**src/rtl/divider32_seq.sv**
```systemverilog
// Iterative unsigned restoring divider: one quotient bit per clock, MSB first.
// Start/busy/done handshake; results hold until the next completion or reset.
module divider32_seq #(
    parameter int WIDTH = 32,
    parameter int CNT_W = 6
) (
    input  logic             clk,
    input  logic             rst,
    input  logic             start,
    input  logic [WIDTH-1:0] operand1,
    input  logic [WIDTH-1:0] operand2,
    output logic             busy,
    output logic             done,
    output logic [WIDTH-1:0] quotient,
    output logic [WIDTH-1:0] remainder,
    output logic             div_by_zero
);

    typedef enum logic [1:0] {
        IDLE = 2'd0,
        RUN  = 2'd1,
        DONE = 2'd2
    } state_t;

    state_t           state_q;
    logic [CNT_W-1:0] cnt_q;
    logic             busy_q;
    logic             done_q;
    logic             dbz_q;
    logic [WIDTH-1:0] quo_q;
    logic [WIDTH-1:0] rem_q;

    // Dividend bits shift out of the MSB while quotient bits shift in at the LSB.
    logic [WIDTH-1:0] dvd_q;
    logic [WIDTH-1:0] dvs_q;
    logic [WIDTH-1:0] prem_q;

    logic [WIDTH-1:0] dvd_d;
    logic [WIDTH-1:0] prem_d;
    logic             qbit_d;
    logic             last_iter;

    // The shifted remainder is below 2*divisor, so the sign of the
    // (WIDTH+1)-bit difference is exactly the restoring decision.
    function automatic logic [WIDTH:0] div_step(
        input logic [WIDTH-1:0] prem,
        input logic             nbit,
        input logic [WIDTH-1:0] dvs
    );
        logic [WIDTH:0] shifted;
        logic [WIDTH:0] diff;
        shifted = {prem, nbit};
        diff    = shifted - {1'b0, dvs};
        if (diff[WIDTH]) begin
            div_step = {1'b0, shifted[WIDTH-1:0]};
        end else begin
            div_step = {1'b1, diff[WIDTH-1:0]};
        end
    endfunction

    always_comb begin
        {qbit_d, prem_d} = div_step(prem_q, dvd_q[WIDTH-1], dvs_q);
        dvd_d            = {dvd_q[WIDTH-2:0], qbit_d};
        last_iter        = (cnt_q == CNT_W'(WIDTH - 1));
    end

    always_ff @(posedge clk) begin
        if (rst) begin
            state_q <= IDLE;
            cnt_q   <= '0;
            busy_q  <= 1'b0;
            done_q  <= 1'b0;
            quo_q   <= '0;
            rem_q   <= '0;
            dbz_q   <= 1'b0;
        end else begin
            case (state_q)
                IDLE, DONE: begin
                    done_q <= 1'b0;
                    if (start) begin
                        if (operand2 != '0) begin
                            dvd_q   <= operand1;
                            dvs_q   <= operand2;
                            prem_q  <= '0;
                            cnt_q   <= '0;
                            busy_q  <= 1'b1;
                            state_q <= RUN;
                        end else begin
                            quo_q   <= '1;
                            rem_q   <= operand1;
                            dbz_q   <= 1'b1;
                            done_q  <= 1'b1;
                            state_q <= DONE;
                        end
                    end else begin
                        state_q <= IDLE;
                    end
                end
                RUN: begin
                    dvd_q  <= dvd_d;
                    prem_q <= prem_d;
                    cnt_q  <= cnt_q + CNT_W'(1);
                    if (last_iter) begin
                        quo_q   <= dvd_d;
                        rem_q   <= prem_d;
                        dbz_q   <= 1'b0;
                        busy_q  <= 1'b0;
                        done_q  <= 1'b1;
                        state_q <= DONE;
                    end
                end
                default: begin
                    busy_q  <= 1'b0;
                    done_q  <= 1'b0;
                    state_q <= IDLE;
                end
            endcase
        end
    end

    assign busy        = busy_q;
    assign done        = done_q;
    assign quotient    = quo_q;
    assign remainder   = rem_q;
    assign div_by_zero = dbz_q;

endmodule

```
**config.mk**
```make
export PLATFORM = sky130hd
export DESIGN_NAME = divider32_seq
export DESIGN_NICKNAME = d
export VERILOG_FILES = /design/src/rtl/divider32_seq.sv
export SDC_FILE = /design/constraint.sdc
export NUM_CORES = 1
export LEC_CHECK = 0
export CORE_UTILIZATION = 50
export CTS_BUF_LIST = sky130_fd_sc_hd__clkbuf_16
export CTS_CLUSTER_DIAMETER = 150
export DETAILED_ROUTE_END_ITERATION = 10
export PLACE_DENSITY = 0.75
export SYNTH_ARGS = -nofsm -noshare
export SYNTH_HDL_FRONTEND = slang
export SYNTH_SLANG_ARGS = --single-unit
```
**constraint.sdc**
```tcl
create_clock -name clk -period 5.8 [get_ports clk]
set_input_delay 1.16 -clock clk [delete_from_list [all_inputs] [get_ports clk]]
set_output_delay 1.16 -clock clk [all_outputs]
set_load 0.02 [all_outputs]
```
# Word-level counts from Yosys, hierarchy flattened
# Index checks and enable logic that the tools add are counted.
# word_totals
ff_bits	171
latchBits	0
ram_bits	0
mem_bits_ro	0
input_bits	67
output_inout_bits	67
elab_cells	62
mem_count	0
# op_classes
add_sub_neg	2
n_mul	0
n_div	0
magnitude_cmp	0
eq_ne	7
shift	0
n_mux	33
bitwise	1
reduce_logical	9
# op_table
operator	count
32-bit 2-to-1 mux	10
32-bit case mux with 2 select lines	4
33-bit 2-to-1 mux	1
33-bit by 32-bit subtractor with 33-bit output	1
32-bit nonzero test	1
6-bit 2-to-1 mux	2
6-bit case mux with 2 select lines	1
4-bit AND reduction	3
1-bit 2-to-1 mux	8
2-bit inequality test, second input constant	4
6-bit by 1-bit adder with 6-bit output, second input constant	1
6-bit by 5-bit equality test with 1-bit output, second input constant	1
2-bit 2-to-1 mux	3
1-bit case mux with 2 select lines	3
3-bit AND reduction	2
2-bit case mux with 2 select lines	1
2-bit by 1-bit equality test with 1-bit output, second input constant	1
2-bit equality test, second input constant	1
2-bit zero test	1
2-bit nonzero test	1
2-bit OR reduction	1
1-bit inverter	1

# Depth between registers and ports, before layout
# depth
ltp_word	4
mapped_depth	13
mapped_depth_nobuf	12

# Worst setup path before layout
# Ideal clock, no wire load.
# synth_path
kind	input-to-reg
start	input operand2[0]
end	register dvd_q[0] (enable)
setup_time_ns	0.486
t_arrival_ns	4.744
t_required_ns	5.314
path_slack_ns	0.570
stages	7
path_buffers	1
cell_sequence	nor4_1 nand2_1 nor4_1 or3b_2 clkbuf_1 and2_1 nor2_1
# synth_via
elab_chain_len	3
# synth_rtl
item	line_no	text
start, declared	11	input logic [WIDTH-1:0] operand2,
32-bit nonzero test	81	if (operand2 != '0) begin
2-bit inequality test (no line)	--	
4-bit AND reduction (no line)	--	
end signal, assigned	82	dvd_q <= operand1;
end signal, assigned	100	dvd_q <= dvd_d;
end, declared	34	logic [WIDTH-1:0] dvd_q;
# Every way passes these cells.
# A chain may end at the register's enable or synchronous reset.

# Final worst setup path
# layout_path
start	register dvd_q[31]
end	register prem_q[21], data pin
# layout_via
elab_chain_len	3
# layout_rtl
item	line_no	text
33-bit by 32-bit subtractor with 33-bit output	53	diff = shifted - {1'b0, dvs};
33-bit 2-to-1 mux	54	if (diff[WIDTH]) begin
32-bit case mux with 2 select lines	77	case (state_q)
end signal, assigned	101	prem_q <= prem_d;
end, declared	36	logic [WIDTH-1:0] prem_q;
# Every way passes these cells.

==> flow_summary.toml <==
[status]
status = "completed"

[pwr]
power_density_mw_per_mm2 = 307
clock_power_share_pct = 34.1
p_int_uw = 2310
pwr-share-seq_pct = 43.5
p_sw_share_pct = 30.2
power_switching_uw = 999
p_comb_share_pct = 22.4
total_power_uw = 3310
irDropWorstVdd_uv = 259
p_leak_uw = 0.00420

[timing]
min_period_over_period_pct = 66.8
setup_tns_ns = 0
finalMaxSlewViolations = 0
period_minus_slack_ns = 3.87
hold_viol = 0
skew_ns = 0.0105
clock.fmax_ghz = 0.258
hold_ws_ns = 0.489
maxSlewHeadroom_pct = 34.0
tightest_slew_ns = 0.991
rsz0062_at_grt = "no"
setup_ws_ns = 1.93
setup_viol = 0

[clock_tree]
cts.root.buffer_cell = "clkbuf_16"
clk_pin_slew_ns = 0.07
clock_path_buffers = 2
cts_buffers = 17
cts_num_sinks = 170
clk_latency_ns = 0.44
cts_setup_buffers = 0
htreeDepth = 4
cts_tree = "built"
cts_hold_buf = 0
cts-resized-gates = 0

[synth]
synth.cell_area_mm2 = 0.00869
yosysMostFrequentCell = "nand2_1"
synth.largest_area_cell = "edfxtp_1"
ys_ff_latch = 170
postSynthNetCount = 1033
syn_avg_cell_area_um2 = 9.32
synthFlopType = "edfxtp_1"
synthCells = 932
yosys_warnings = 0
synth_edf_count = 96
async_flop_share_pct = 0
synth_commonest_cells = "nand2_1, edfxtp_1, dfxtp_1"
yosysUniqueCellTypes = 66
synth.top_cell.area_share_pct = 33.2
synth_seq_area_share_pct = 50.2
synth_area_leaders = "edfxtp_1, dfxtp_1, nand2_1"

[worst_setup_path]
max_stage_delay_ns = 0.46
endpoint_kind = "flip-flop"
required_ns = 5.95
start_kind = "flip-flop"
critPathTopFamily = "compound AO/OA/AOI/OAI gates"
cp.buffers_inverters = 1
critPathSlowestCell = "nand2_2"
worstPathArrival_ns = 4.03
crit_chain = "inv_1, ha_1, fa_1, nor2b_1, o31a_1, o41a_1, a41o_1, o21ai_4, o41a_4, nand2_2, mux2i_1, nor2_1"
path_class = "reg -> reg"
crit_fanout = 21

[placed_design]
pre_cts_ws_ns = 1.73
place.gp.congestion = 0.873
io_buffers = 133
hpwl_mm = 16.1

[floorplanning]
die_w_um = 134
die_area_mm2 = 0.0179
ioPinCount = 134
coreArea_mm2 = 0.0168
rows = 47
initial_core_util_pct = 51.8
die_h_um = 134

[drt]
drc = 0
vias = 7440
firstDrtPassIters = 5
wire_per_inst_um = 18.0
wirelength_mm = 22.9
vias_per_cell = 5.84
drt-initial-drc-count = 607
postRouteAntennaNets = 0

[grt]
grt_overflow = 0
grt.total_usage_pct = 26.3
grt_pass1_wl_mm = 36.2
grt_antenna_before_repair = 0
grt_pass1_vias = 7033
grt_max_degree = 64

[flow_run]
drv_cap = 0

[layout]
num-nets-final = 1141
final_core_util_pct = 64.3
drive_above_1_share_pct = 6.17
area_growth_pct = 24.0

[min_path]
min_path_type = "reg -> reg"
## cells in the final DEF (no fill, tap or decap), types with 16 or more instances in the layout
cell,Yosys,final
edfxtp_1,96,96
nand2_1,153,153
ha_1,33,33
xnor2_1,18,18
o21ai_0,36,36
nor3_1,68,68
dfxtp_1,74,74
a22oi_1,16,16
a21o_1,18,18
a21oi_1,61,61
inv_1,39,39
clkdlybuf4s50_1,0,132
nand3_1,19,19
nor2_1,71,69
clkbuf_16,0,18
## logic make-up after synthesis
group           Yosys count  share of synthesized area [%]
xor+xnor                 27                           2.72
mux                      13                           1.51
buf+inv                  94                           4.23
simple gates            373                           19.4
fa+ha+maj                34                           4.98
flops                   170                           50.2
compound gates          221                           16.9
## flip-flops by register name (all words and copies together), names as in the netlist
name and count:
remainder 32, cnt_q 6, dvs_q 32, quotient 32, state_q 2, prem_q 32
div_by_zero 1, dvd_q 32, busy 1
## final cells by class
cell class	count	area, um^2
antenna	1	2.50
clock buffer	18	450
clock inverter	14	135
fill	1386	5990
inverter	39	146
multi-input combinational	668	3990
sequential	170	4360
tap	220	275
timing repair buffer	144	1410
## per-layer routing
layer	part of all wire, %	routed length, um	vias up	track usage, %
met1	42	9570	3547	33.9
met2	49	11300	269	43.3
met3	6.2	1430	40	5.03
li1	-	-	3584	-
met4	2.7	615	0	11.1
met5	0	0	-	0
## through the flow
stage	instance area (um^2)	cells
CTS	10800	1273
detailed placement	10200	1241
global placement	10200	1241
finish	10800	1274
floorplan	8690	932
global route	10800	1273
## power by group through the flow
stage / logic, uW / clock network, uW / registers (uW)
3_5_place_dp: 734 / 0 / 1470
4_1_cts: 739 / 1140 / 1440
6_report: 742 / 1130 / 1440
5_1_grt: 808 / 1190 / 1450
3_3_place_gp: 724 / 0 / 1470
2_1_floorplan: 427 / 0 / 1500
## worst reg2reg max path, stage by stage (launching register included)
cell      delay [ns]
edfxtp_1        0.38
inv_1           0.06
ha_1            0.22
fa_1            0.38
nor2b_1         0.25
o31a_1          0.21
o41a_1          0.29
a41o_1          0.30
o21ai_4         0.11
o41a_4          0.44
nand2_2         0.47
mux2i_1         0.43
nor2_1          0.07
## path summary, 6_finish.rpt
path	startpoint	slack (ns)	depth (start not counted)	endpoint
min reg2reg	cnt_q[1]	0.49	2	cnt_q[1]
max	dvd_q[31]	1.93	12	prem_q[21]
max reg2reg	dvd_q[31]	1.93	12	prem_q[21]
min	cnt_q[1]	0.49	2	cnt_q[1]
(Power assumes the default switching activity.)
